<file path="src/rtl/mem_readback.sv">
// Debug readback of a RAM window through the loader's data-port mux, one word per button press.
// Optional feature macro AUTO_SCAN_EN adds a SHOW-state timer that auto-advances every SCAN_TICKS cycles.
module mem_readback #(
  parameter logic [31:0] BASE_ADDR = 32'h0000_0400,
  parameter int          N_WORDS   = 16,
  parameter int          IDX_W     = 8
`ifdef AUTO_SCAN_EN
  , parameter int        SCAN_TICKS = 50_000_000
`endif
) (
  input  logic             clk,
  input  logic             nrst,
  input  logic             start_btn,
  input  logic             next_btn,
  input  logic             prev_btn,
  input  logic             exit_btn,
  input  logic [31:0]      mem_data_in,
  output logic             bus_enable,
  output logic [31:0]      mem_addr,
  output logic             cpu_enable,
  output logic [31:0]      word_value,
  output logic [IDX_W-1:0] word_index,
  output logic             valid,
  output logic             busy
);

  // state | meaning
  // IDLE  | bus released, CPU running
  // ADDR  | address on the bus, RAM registering it
  // CAPT  | RAM data valid, capture into word_value
  // SHOW  | word displayed, waiting for next/prev/exit
  typedef enum logic [1:0] {IDLE, ADDR, CAPT, SHOW} state_t;

  localparam logic [IDX_W-1:0] LAST_IDX  = IDX_W'(N_WORDS - 1);
  localparam logic [31:0]      LAST_ADDR = BASE_ADDR + 32'(4 * (N_WORDS - 1));

  // Bit order {exit, prev, next, start}; sync3 is the edge detector's history.
  logic [3:0] sync1_q, sync2_q, sync3_q, btn_p;
  logic       start_p, next_p, prev_p, exit_p;

  always_ff @(posedge clk or negedge nrst) begin
    if (!nrst) begin
      sync1_q <= '0;
      sync2_q <= '0;
      sync3_q <= '0;
    end else begin
      sync1_q <= {exit_btn, prev_btn, next_btn, start_btn};
      sync2_q <= sync1_q;
      sync3_q <= sync2_q;
    end
  end

  assign btn_p   = sync2_q & ~sync3_q;
  assign start_p = btn_p[0];
  assign next_p  = btn_p[1];
  assign prev_p  = btn_p[2];
  assign exit_p  = btn_p[3];

  state_t           state_q, state_d;
  logic             bus_enable_q, bus_enable_d;
  logic             cpu_enable_q, cpu_enable_d;
  logic [31:0]      mem_addr_q, mem_addr_d;
  logic [31:0]      word_value_q, word_value_d;
  logic [IDX_W-1:0] word_index_q, word_index_d;
  logic             valid_q, valid_d;
  logic             busy_q, busy_d;
  logic             tick;

`ifdef AUTO_SCAN_EN
  // Down-counter reloaded whenever SHOW is entered or a button moves the window.
  logic [31:0] scan_q, scan_d;
  assign tick = (state_q == SHOW) && (scan_q == 32'd0);

  always_comb begin
    scan_d = 32'(SCAN_TICKS - 1);
    if (state_q == SHOW && state_d == SHOW && !(next_p || prev_p))
      scan_d = scan_q - 32'd1;
  end

  always_ff @(posedge clk or negedge nrst) begin
    if (!nrst) scan_q <= 32'(SCAN_TICKS - 1);
    else       scan_q <= scan_d;
  end
`else
  assign tick = 1'b0;
`endif

  always_comb begin
    state_d      = state_q;
    bus_enable_d = bus_enable_q;
    cpu_enable_d = cpu_enable_q;
    mem_addr_d   = mem_addr_q;
    word_value_d = word_value_q;
    word_index_d = word_index_q;
    valid_d      = valid_q;
    if (state_q != IDLE && exit_p) begin
      state_d      = IDLE;
      bus_enable_d = 1'b0;
      cpu_enable_d = 1'b1;
      valid_d      = 1'b0;
    end else begin
      unique case (state_q)
        IDLE: if (start_p) begin
          state_d      = ADDR;
          word_index_d = '0;
          mem_addr_d   = BASE_ADDR;
          bus_enable_d = 1'b1;
          cpu_enable_d = 1'b0;
          valid_d      = 1'b0;
        end
        ADDR: state_d = CAPT;
        CAPT: begin
          word_value_d = mem_data_in;
          valid_d      = 1'b1;
          state_d      = SHOW;
        end
        SHOW: begin
          // Simultaneous next+prev cancel; the scan tick only counts when no button fires.
          if ((next_p && !prev_p) || (tick && !next_p && !prev_p)) begin
            state_d = ADDR;
            valid_d = 1'b0;
            if (word_index_q == LAST_IDX) begin
              word_index_d = '0;
              mem_addr_d   = BASE_ADDR;
            end else begin
              word_index_d = word_index_q + IDX_W'(1);
              mem_addr_d   = mem_addr_q + 32'd4;
            end
          end else if (prev_p && !next_p) begin
            state_d = ADDR;
            valid_d = 1'b0;
            if (word_index_q == '0) begin
              word_index_d = LAST_IDX;
              mem_addr_d   = LAST_ADDR;
            end else begin
              word_index_d = word_index_q - IDX_W'(1);
              mem_addr_d   = mem_addr_q - 32'd4;
            end
          end
        end
        default: state_d = IDLE;
      endcase
    end
    busy_d = (state_d != IDLE);
  end

  always_ff @(posedge clk or negedge nrst) begin
    if (!nrst) begin
      state_q      <= IDLE;
      bus_enable_q <= 1'b0;
      cpu_enable_q <= 1'b1;
      mem_addr_q   <= BASE_ADDR;
      word_value_q <= '0;
      word_index_q <= '0;
      valid_q      <= 1'b0;
      busy_q       <= 1'b0;
    end else begin
      state_q      <= state_d;
      bus_enable_q <= bus_enable_d;
      cpu_enable_q <= cpu_enable_d;
      mem_addr_q   <= mem_addr_d;
      word_value_q <= word_value_d;
      word_index_q <= word_index_d;
      valid_q      <= valid_d;
      busy_q       <= busy_d;
    end
  end

  assign bus_enable = bus_enable_q;
  assign cpu_enable = cpu_enable_q;
  assign mem_addr   = mem_addr_q;
  assign word_value = word_value_q;
  assign word_index = word_index_q;
  assign valid      = valid_q;
  assign busy       = busy_q;

endmodule

</file>
<file path="config.mk">
export PLATFORM = sky130hd
export DESIGN_NAME = mem_readback
export DESIGN_NICKNAME = d
export VERILOG_FILES = /design/src/rtl/mem_readback.sv
export SDC_FILE = /design/constraint.sdc
export NUM_CORES = 1
export LEC_CHECK = 0
export ABC_AREA = 1
export BUFFER_PORTS_ARGS = -buffer_cell sky130_fd_sc_hd__clkbuf_2
export CAP_MARGIN = 5
export CORE_MARGIN = 2
export CORE_UTILIZATION = 56
export CTS_CLUSTER_DIAMETER = 150
export DETAILED_ROUTE_END_ITERATION = 10
export PLACE_DENSITY_LB_ADDON = 0.3
export SYNTH_ARGS = -nofsm -noshare
export SYNTH_HDL_FRONTEND = slang
export SYNTH_SLANG_ARGS = --single-unit
</file>
<file path="constraint.sdc">
create_clock -name clk -period 2.1 [get_ports clk]
set_clock_uncertainty 0.05 [all_clocks]
set_input_delay 0.21 -clock clk [delete_from_list [all_inputs] [get_ports clk]]
set_output_delay 0.21 -clock clk [all_outputs]
set_load 0.01 [all_outputs]
</file>
==> impl_metrics.yaml <==
status:
  status: "complete, no violations"
job:
  cap_violations: 0
drt:
  routed_wl_um: 16600
  ant_nets: 0
  dr.pass1.iters: 5
  vias_per_cell: 5.35
  via_count: 5876
  drt_iter0_markers: 443
  wl_per_cell_um: 15.1
  drcViolationCount: 0
layout:
  syn2layout_area_growth_pct: 17.9
  drive_gt1_frac: 0.249
  design_area_sq_mm: 0.00693
  fillers: 975
  final_util: 0.674
  instances_no_fill: 1099
  antenna_cells: 0
  nets: 1007
clocking:
  cts_root_buf: "clkbuf_8"
  cts_buffers: 9
  post_cts_buffers: 0
  tritoncts: "done"
  cts_max_level: 3
  cts_buffer_depth: 2
  clk_pin_slew_worst_paths_ns: 0.09
  cts.sinks: 88
  clock_latency_ns: 0.37
timing:
  setup_violations: 0
  fmax_ghz: 0.524
  setup_tns_ns: 0
  worst_slack_ns: 0.192
  min_period_over_period: 0.908
  fin_hold_ws_ns: 0.0165
  fin_crit_ns: 1.91
  drv_slew: 0
  grt_setup_unrepaired: "false"
  hold_violations: 0
synthesis:
  synthTopCellsByCount: "nand2_1, nor2_1, dfrtp_1"
  synthesis.area_sq_mm: 0.00588
  yosys.area.top_type_share: 0.366
  syn_avg_cell_area_sq_um: 7.03
  yosysMostFrequentCell: "nand2_1"
  synth_flop_cell: "dfrtp_1"
  synth_cells: 836
  async_flop_share: 1.00
  ys_seq_elements: 88
  synth_area_leaders: "dfrtp_1, nand2_1, nor2_1"
  synth_cell_types: 37
  yosysSeqAreaShare: 0.375
  synth.largest_area_cell: "dfrtp_1"
  synth_edf_count: 0
  yosys_warnings: 0
placement:
  placed_cells: 1078
  hpwlAfterDp_um: 12500
  port_buffers: 111
  place_congestion: 0.948
  place_area_sq_mm: 0.00664
  dpl_worst_slack_ns: 0.152
floorplan:
  die_h_um: 106
  row_count: 37
  initial_core_util: 0.572
  dieArea_sq_mm: 0.0113
  pin_count: 114
  die_w_um: 106
  core_sq_mm: 0.0103
power_and_ir_drop:
  total_power_mw: 9.39
  ir_worst_vdd_uv: 811
  p_leak_nw: 3.62
  p_per_area_mw_per_mm2: 1360
grt:
  busiest_layer: "met2"
  grtUsageMet3: 0.0638
  antenna_found_initial: 0
  grt_pass1_vias: 5713
  grt.total_usage: 0.307
  use_met2: 0.497
  grt_start_max_net_pins: 34
  grt-ovfl-total: 0
  grt_first_pass_wirelength_um: 27400
  gr-usage-met1: 0.410
worst_setup_path:
  path_cells: "inv_1, ha_1, nor2_2, inv_2, nand2_2, o31ai_4, buf_4, nor2_1, a21oi_1"
  cp-start-kind: "flop"
  reg2reg_slack_ns: 0.19
  cp_slowest_cell: "dfrtp_1"
  worstPathArrival_ns: 2.16
  worstPathRequired_ns: 2.35
  worstPathMaxFanout: 18
  critPathKind: "flop to flop"
  worst_setup_path_end_kind: "flop"
  cpPeakStageDelay_ns: 0.43
hold_path:
  hold_path.class: "primary input to flop"
-- registers in the layout, indices dropped and copies added (netlist names) --
register and count:
sync2_q 4, word_value 32, cpu_enable 1, word_index 8, valid 1, busy 1, sync1_q 4, sync3_q 4
mem_addr 30, state_q 2, bus_enable 1
-- critical path, delay by kind of cell, from the launching register on --
family / cells / cell delay (ns)
buffers and inverters: 3 / 0.51
flip-flops: 1 / 0.43
AO/OA/AOI/OAI: 2 / 0.41
adder cells (fa/ha/maj): 1 / 0.23
AND/OR/NAND/NOR: 3 / 0.22
-- final timing paths --
path,start,to,cells past startpoint
min in group asynchronous,nrst,word_index[4],2
hold / removal,mem_data_in[20],word_value[20],2
max in group asynchronous,nrst,cpu_enable,3
setup reg to reg,state_q[0],mem_addr[10],9
setup / recovery,state_q[0],mem_addr[10],9
hold reg to reg,sync1_q[1],sync2_q[1],0
-- where the power goes --
group	internal, mW	switching, mW
Sequential	2.26	0.536
Combinational	1.99	3.23
Clock	0.741	0.637
-- logic make-up (layout without fill, tap and decap cells) --
group | count (synthesis) | count (layout) | synth area share
adder cells (fa/ha/maj) | 11 | 11 | 0.0234
multiplexers | 32 | 32 | 0.0613
AND/OR/NAND/NOR | 512 | 512 | 0.375
AO/OA/AOI/OAI | 69 | 69 | 0.0662
other | 1 | 2 | 0.000638
buffers and inverters | 111 | 237 | 0.0803
flip-flops | 88 | 88 | 0.375
XOR/XNOR | 12 | 12 | 0.0179
-- cell usage in the layout (no fill, tap or decap), drive strengths merged --
cell,n
inv,83
dfstp,2
dfrtp,86
buf,23
o21bai,1
a21oi,9
dlygate4sd3,5
o21ai,46
bufinv,2
clkbuf,122
conb,2
o22ai,6
nand4,11
nand2,291
clkinv,2
nor3,2
mux2,32
ha,11
o211ai,2
nand3,70
xor2,12
a31oi,2
or2,2
nand3b,1
o31ai,2
o21a,1
nor2,135
-- cell type report --
class	count	area, sq um	area share
well taps	136	170	0.0246
clock buffers	12	155	0.0224
multi-input cells	638	3210	0.463
repair buffers	138	798	0.115
clock inverters	4	77.6	0.0112
flip-flops and latches	88	2200	0.318
inverters	83	317	0.0457
-- layer usage --
layer,wire (um),vias to the layer above,part of all wire
met2,7660,281,0.46
met5,0,-,0
met3,1490,44,0.090
met1,6980,2657,0.42
li1,-,2894,-
met4,479,0,0.029
-- repair_timing --
item | in CTS | in global routing
hold endpoints to repair | 29 | 0
resized for setup | 0 | 5
endpoints found under the setup margin | 0 | 21
hold buffers | 5 | 0
Note: power is estimated with default switching activity, not from simulation.
